===== src/rtl/krnl_acc_rd_req_gen.sv =====
// AXI4 read-request generator for the accelerator kernel: issues IFM then WGT bursts,
// splitting at MAX_BURST and 4 KB boundaries, and runs the ap_* start/ready/done handshake.
module krnl_acc_rd_req_gen #(
  parameter int DATA_BYTES = 64,
  parameter int MAX_BURST  = 16
) (
  input  logic        ACLK,
  input  logic        ARESET,
  input  logic        ap_start,
  input  logic        ap_continue,
  output logic        ap_idle,
  output logic        ap_ready,
  output logic        ap_done,
  input  logic [31:0] ifm_size,
  input  logic [31:0] wgt_size,
  input  logic [63:0] ifm_addr_base,
  input  logic [63:0] wgt_addr_base,
  input  logic        core_done,
  output logic        m_axi_arvalid,
  input  logic        m_axi_arready,
  output logic [63:0] m_axi_araddr,
  output logic [7:0]  m_axi_arlen,
  output logic        req_sel
);

  localparam int          OFF       = $clog2(DATA_BYTES);
  localparam logic [63:0] ADDR_MASK = ~64'(DATA_BYTES - 1);
  localparam logic [31:0] SIZE_MASK = 32'(DATA_BYTES - 1);

  // IDLE: wait start | IFM/WGT: issue that phase's ARs | WAIT_DONE: wait core | DONE: wait ack
  typedef enum logic [2:0] {S_IDLE, S_IFM, S_WGT, S_WAIT_DONE, S_DONE} state_e;

  state_e      state_q, state_d;
  logic [63:0] ifm_addr_q, ifm_addr_d, wgt_addr_q, wgt_addr_d;
  logic [31:0] ifm_beats_q, ifm_beats_d, wgt_beats_q, wgt_beats_d;
  logic        arvalid_q, arvalid_d;
  logic [63:0] araddr_q, araddr_d;
  logic [7:0]  arlen_q, arlen_d;
  logic        req_sel_q, req_sel_d;
  logic        ap_ready_q, ap_ready_d;

  logic        hs;
  logic [31:0] step;
  logic [63:0] cur_addr, src_addr;
  logic [31:0] cur_beats, src_beats;
  logic [12:0] room_bytes;
  logic [31:0] room, burst;

  function automatic logic [31:0] beats_of(input logic [31:0] size);
    return (size >> OFF) + 32'((size & SIZE_MASK) != 32'd0);
  endfunction

  // src_* is the phase position after any handshake this cycle; next burst is cut from it.
  always_comb begin
    hs         = arvalid_q & m_axi_arready;
    step       = 32'(arlen_q) + 32'd1;
    cur_addr   = (state_q == S_WGT) ? wgt_addr_q : ifm_addr_q;
    cur_beats  = (state_q == S_WGT) ? wgt_beats_q : ifm_beats_q;
    src_addr   = hs ? cur_addr + (64'(step) << OFF) : cur_addr;
    src_beats  = hs ? cur_beats - step : cur_beats;
    room_bytes = 13'h1000 - {1'b0, src_addr[11:0]};
    room       = 32'(room_bytes) >> OFF;
    burst      = src_beats;
    if (burst > 32'(MAX_BURST)) burst = 32'(MAX_BURST);
    if (burst > room)           burst = room;
  end

  always_comb begin
    state_d     = state_q;
    ifm_addr_d  = ifm_addr_q;
    wgt_addr_d  = wgt_addr_q;
    ifm_beats_d = ifm_beats_q;
    wgt_beats_d = wgt_beats_q;
    arvalid_d   = arvalid_q;
    araddr_d    = araddr_q;
    arlen_d     = arlen_q;
    req_sel_d   = req_sel_q;
    ap_ready_d  = 1'b0;
    case (state_q)
      S_IDLE: begin
        if (ap_start) begin
          ifm_addr_d  = ifm_addr_base & ADDR_MASK;
          wgt_addr_d  = wgt_addr_base & ADDR_MASK;
          ifm_beats_d = beats_of(ifm_size);
          wgt_beats_d = beats_of(wgt_size);
          state_d     = S_IFM;
        end
      end
      S_IFM, S_WGT: begin
        if (state_q == S_IFM) begin
          ifm_addr_d  = src_addr;
          ifm_beats_d = src_beats;
        end else begin
          wgt_addr_d  = src_addr;
          wgt_beats_d = src_beats;
        end
        if (!arvalid_q || hs) begin
          if (src_beats == 32'd0) begin
            arvalid_d = 1'b0;
            if (state_q == S_IFM) begin
              state_d = S_WGT;
            end else begin
              state_d    = S_WAIT_DONE;
              ap_ready_d = 1'b1;
            end
          end else begin
            arvalid_d = 1'b1;
            araddr_d  = src_addr;
            arlen_d   = 8'(burst - 32'd1);
            req_sel_d = (state_q == S_WGT);
          end
        end
      end
      S_WAIT_DONE: if (core_done) state_d = S_DONE;
      S_DONE:      if (ap_continue) state_d = S_IDLE;
      default:     state_d = S_IDLE;
    endcase
  end

  always_ff @(posedge ACLK) begin
    if (ARESET) begin
      state_q     <= S_IDLE;
      ifm_addr_q  <= '0;
      wgt_addr_q  <= '0;
      ifm_beats_q <= '0;
      wgt_beats_q <= '0;
      arvalid_q   <= 1'b0;
      araddr_q    <= '0;
      arlen_q     <= '0;
      req_sel_q   <= 1'b0;
      ap_ready_q  <= 1'b0;
    end else begin
      state_q     <= state_d;
      ifm_addr_q  <= ifm_addr_d;
      wgt_addr_q  <= wgt_addr_d;
      ifm_beats_q <= ifm_beats_d;
      wgt_beats_q <= wgt_beats_d;
      arvalid_q   <= arvalid_d;
      araddr_q    <= araddr_d;
      arlen_q     <= arlen_d;
      req_sel_q   <= req_sel_d;
      ap_ready_q  <= ap_ready_d;
    end
  end

  assign ap_idle       = (state_q == S_IDLE);
  assign ap_done       = (state_q == S_DONE);
  assign ap_ready      = ap_ready_q;
  assign m_axi_arvalid = arvalid_q;
  assign m_axi_araddr  = araddr_q;
  assign m_axi_arlen   = arlen_q;
  assign req_sel       = req_sel_q;

endmodule


===== config.mk =====
export PLATFORM = sky130hd
export DESIGN_NAME = krnl_acc_rd_req_gen
export DESIGN_NICKNAME = d
export VERILOG_FILES = /design/src/rtl/krnl_acc_rd_req_gen.sv
export SDC_FILE = /design/constraint.sdc
export NUM_CORES = 1
export LEC_CHECK = 0
export ABC_AREA = 1
export CAP_MARGIN = 10
export CORE_MARGIN = 5
export CORE_UTILIZATION = 50
export CTS_CLUSTER_DIAMETER = 50
export DETAILED_ROUTE_END_ITERATION = 10
export MAX_ROUTING_LAYER = met4
export PLACE_DENSITY = 0.86
export SYNTH_ARGS = -nofsm -noshare
export SYNTH_HDL_FRONTEND = slang
export SYNTH_SLANG_ARGS = --single-unit

===== constraint.sdc =====
create_clock -name ACLK -period 6.3 [get_ports ACLK]
set_clock_uncertainty 0.15 [all_clocks]
set_input_delay 1.26 -clock ACLK [delete_from_list [all_inputs] [get_ports ACLK]]
set_output_delay 1.26 -clock ACLK [all_outputs]
set_load 0.01 [all_outputs]

==> impl_results.md <==
* Status: completed
* Crit Path Max Fanout at 13
* CTS H-tree depth at 2
* Total Power at 0.0109 W
* Syn Std Cell Area at 17,300 um^2
* Total gr overflow at 0
* Pre-antenna DRT Iters at 7
* Fillers at 3,079
* Setup crit start kind: flip-flop
* Setup violators final at 0
* Post-synth top flop: dfxtp_1
* Initial drt markers at 1,676
* Final net count at 3,060
* M2 GR Usage at 50.2%
* IO Port Bufs at 262
* Yosys top cell by area: dfxtp_1
* Final Hold Vio Count at 0
* Post-synth cell types at 56
* Final critical-path required period at 5.78 ns
* Post-detail-place hpwl at 43,800 um
* Ports at 275
* Cts hold-fix bufs at 0
* CTS Buf Count at 36
* Critical path type: flip-flop to flip-flop
* Global-route track usage on met1 at 38.2%
* Relative slew slack at 19.9%
* Final Util at 62.0%
* Share of the synthesized area in the top cell type at 31.2%
* CTS tree: done
* Final wirelength at 60,800 um
* Yosys reg bits at 270
* Placement row count at 68
* Share of cells above drive strength 1 at 7.20%
* Worst-Skew Late Latency at 0.52 ns
* Vias at 19,200
* Syn Inst Count at 2,643
* Leak at 8.94 nW
* Final Cycle Share at 91.8%
* Initial cell density of the core at 50.4%
* Req. time, crit path at 6.56 ns
* Number of synthesized flops with an enable pin at 0
* Gr busiest metal: met2
* Area delta synth->final at 23.1%
* DR WL/cell at 18.3 um
* Sequential fraction of the synthesis area at 31.2%
* Root buf cell: clkbuf_16
* Actual slew at the worst max-slew pin at 1.20 ns
* Crit path largest cell delay at 0.37 ns
* HP Class: flip-flop to flip-flop
* PwrDens at 513 nW/um^2
* Crit-path slowest cell: fa_1
* Syn_area_per_cell at 6.55 um^2
* First-pass GRT wire length at 95,700 um
* DRC Markers at 0
* GP Congestion at 0.985
* Most used cell, CP: nand2_1
* Worst setup EP type: flip-flop
* Post-DRT Antenna Nets at 0
* Worst VDD drop at 328 uV
* Chip height at 196 um
* Largest net degree at the start of global routing at 127
* Clock transition at path regs at 0.06 ns
* Commonest non-fill, non-tap cell in the layout: nand2_1
* Die Area at 38,400 um^2
* F_max at 173 MHz
* Die Width at 196 um
* Clock Path Buffers at 3
* Total track usage at 30.9%
* Placeable core region at 34,400 um^2
* Area contributors post-synth: dfxtp_1, nand2_1, o21ai_0
* Vias in the first global route at 18,700
* Max-Cap Viols at 0
* Met3 Track Usage GR at 4.16%
* Asr flop ratio synth at 0%
* Via density at 5.79
* Initial antenna violation count at 0
* Arrival @ worst endpoint at 6.05 ns
* Synth warn at 0
* Most frequent cells in the layout: nand2_1, nor2_1, dfxtp_1
* CTS sink cnt at 270
* Fin. max-slew vios at 0
* # diodes at 0
[cells in the mapped netlist (14+ instances only)]
cell and number:
a21oi_1 231, a31oi_1 85, buf_2 14, clkbuf_1 100, dfxtp_1 270, ha_1 23, inv_1 236, mux2i_1 48
nand2_1 551, nand3_1 111, nand4_1 65, nor2_1 311, nor3_1 26, o21ai_0 255, o21ai_1 41, or2_2 17
xnor2_1 23, xor2_1 57
[metrics by stage]
stage / setup TNS (ns) / instance area (um^2) / worst slack, ns / hold WS, ns / cells
6_report: 0 / 21300 / 0.515 / 0.295 / 3318
3_3_place_gp: 0 / 20100 / 0.325 / 0.282 / 3250
5_1_grt: -0.00336 / 21300 / -0.00336 / 0.321 / 3318
4_1_cts: 0 / 21300 / 0.213 / 0.298 / 3314
2_1_floorplan: 0 / 17300 / 0.748 / 0.273 / 2644
3_5_place_dp: 0 / 20100 / 0.236 / 0.289 / 3250
[cell families after synthesis]
kind of cell / after synthesis / share of synthesized area [%]
other: 1 / 0.0217
muxes: 48 / 2.78
xor gates and xnor gates: 81 / 4.14
adders and majority gates: 25 / 1.89
AOI/OAI and AO/OA: 671 / 21.4
buffers and inverters: 395 / 9.56
DFF: 270 / 31.2
and+or+nand+nor: 1152 / 29.0
[routing by layer]
layer / up-vias / wire length, um
met5: - / 0
met3: 194 / 4560
met2: 946 / 28400
met1: 8853 / 24800
met4: 0 / 3020
li1: 9218 / -
[cell type report]
cell class,count,area [um^2],area share (%)
Multi-Input combinational cell,1979,10300,48.3
Tap cell,455,569,2.67
Clock inverter,11,133,0.622
Timing Repair Buffer,296,2890,13.6
Inverter,254,961,4.51
Clock buffer,53,1060,4.95
Sequential cell,270,5410,25.4
[state kept, by name, indices dropped and copies added (netlist names)]
signal	flops
ap_ready	1
ifm_addr_q	64
ifm_beats_q	32
m_axi_araddr	64
m_axi_arlen	8
m_axi_arvalid	1
req_sel	1
state_q	3
wgt_addr_q	64
wgt_beats_q	32
[critical path, delay by kind of cell, from the launching register on]
| kind | cells | cell delay, ns |
|---|---|---|
| AND/OR/NAND/NOR | 21 | 2.61 |
| adder cells (fa/ha/maj) | 4 | 0.98 |
| AO/OA/AOI/OAI | 4 | 0.81 |
| multiplexers | 1 | 0.20 |
| flip-flops | 1 | 0.36 |
| buffers and inverters | 5 | 0.53 |
[power breakdown]
| part | internal (W) | leakage, nW | total [W] | switching (W) |
|---|---|---|---|---|
| Combinational | 0.00199 | 6.13 | 0.00595 | 0.00396 |
| Clock | 0.00125 | 0.582 | 0.00204 | 0.000788 |
| Sequential | 0.00249 | 2.23 | 0.00295 | 0.000466 |
| Total | 0.00572 | 8.94 | 0.0109 | 0.00522 |
[final timing paths]
kind	endpoint	cells after the start	startpoint	slack (ns)
setup / recovery	m_axi_arlen[4]	35	state_q[0]	0.52
hold / removal	wgt_addr_q[4]	2	wgt_addr_q[4]	0.30
hold reg to reg	wgt_addr_q[4]	2	wgt_addr_q[4]	0.30
setup reg to reg	m_axi_arlen[4]	35	state_q[0]	0.52
[what timing repair did]
| action | in CTS | in global routing |
|---|---|---|
| gates resized for setup | 0 | 7 |
| endpoints found under the setup margin | 0 | 7 |
| setup buffers | 0 | 4 |
Note: power is estimated with default switching activity, not from simulation.
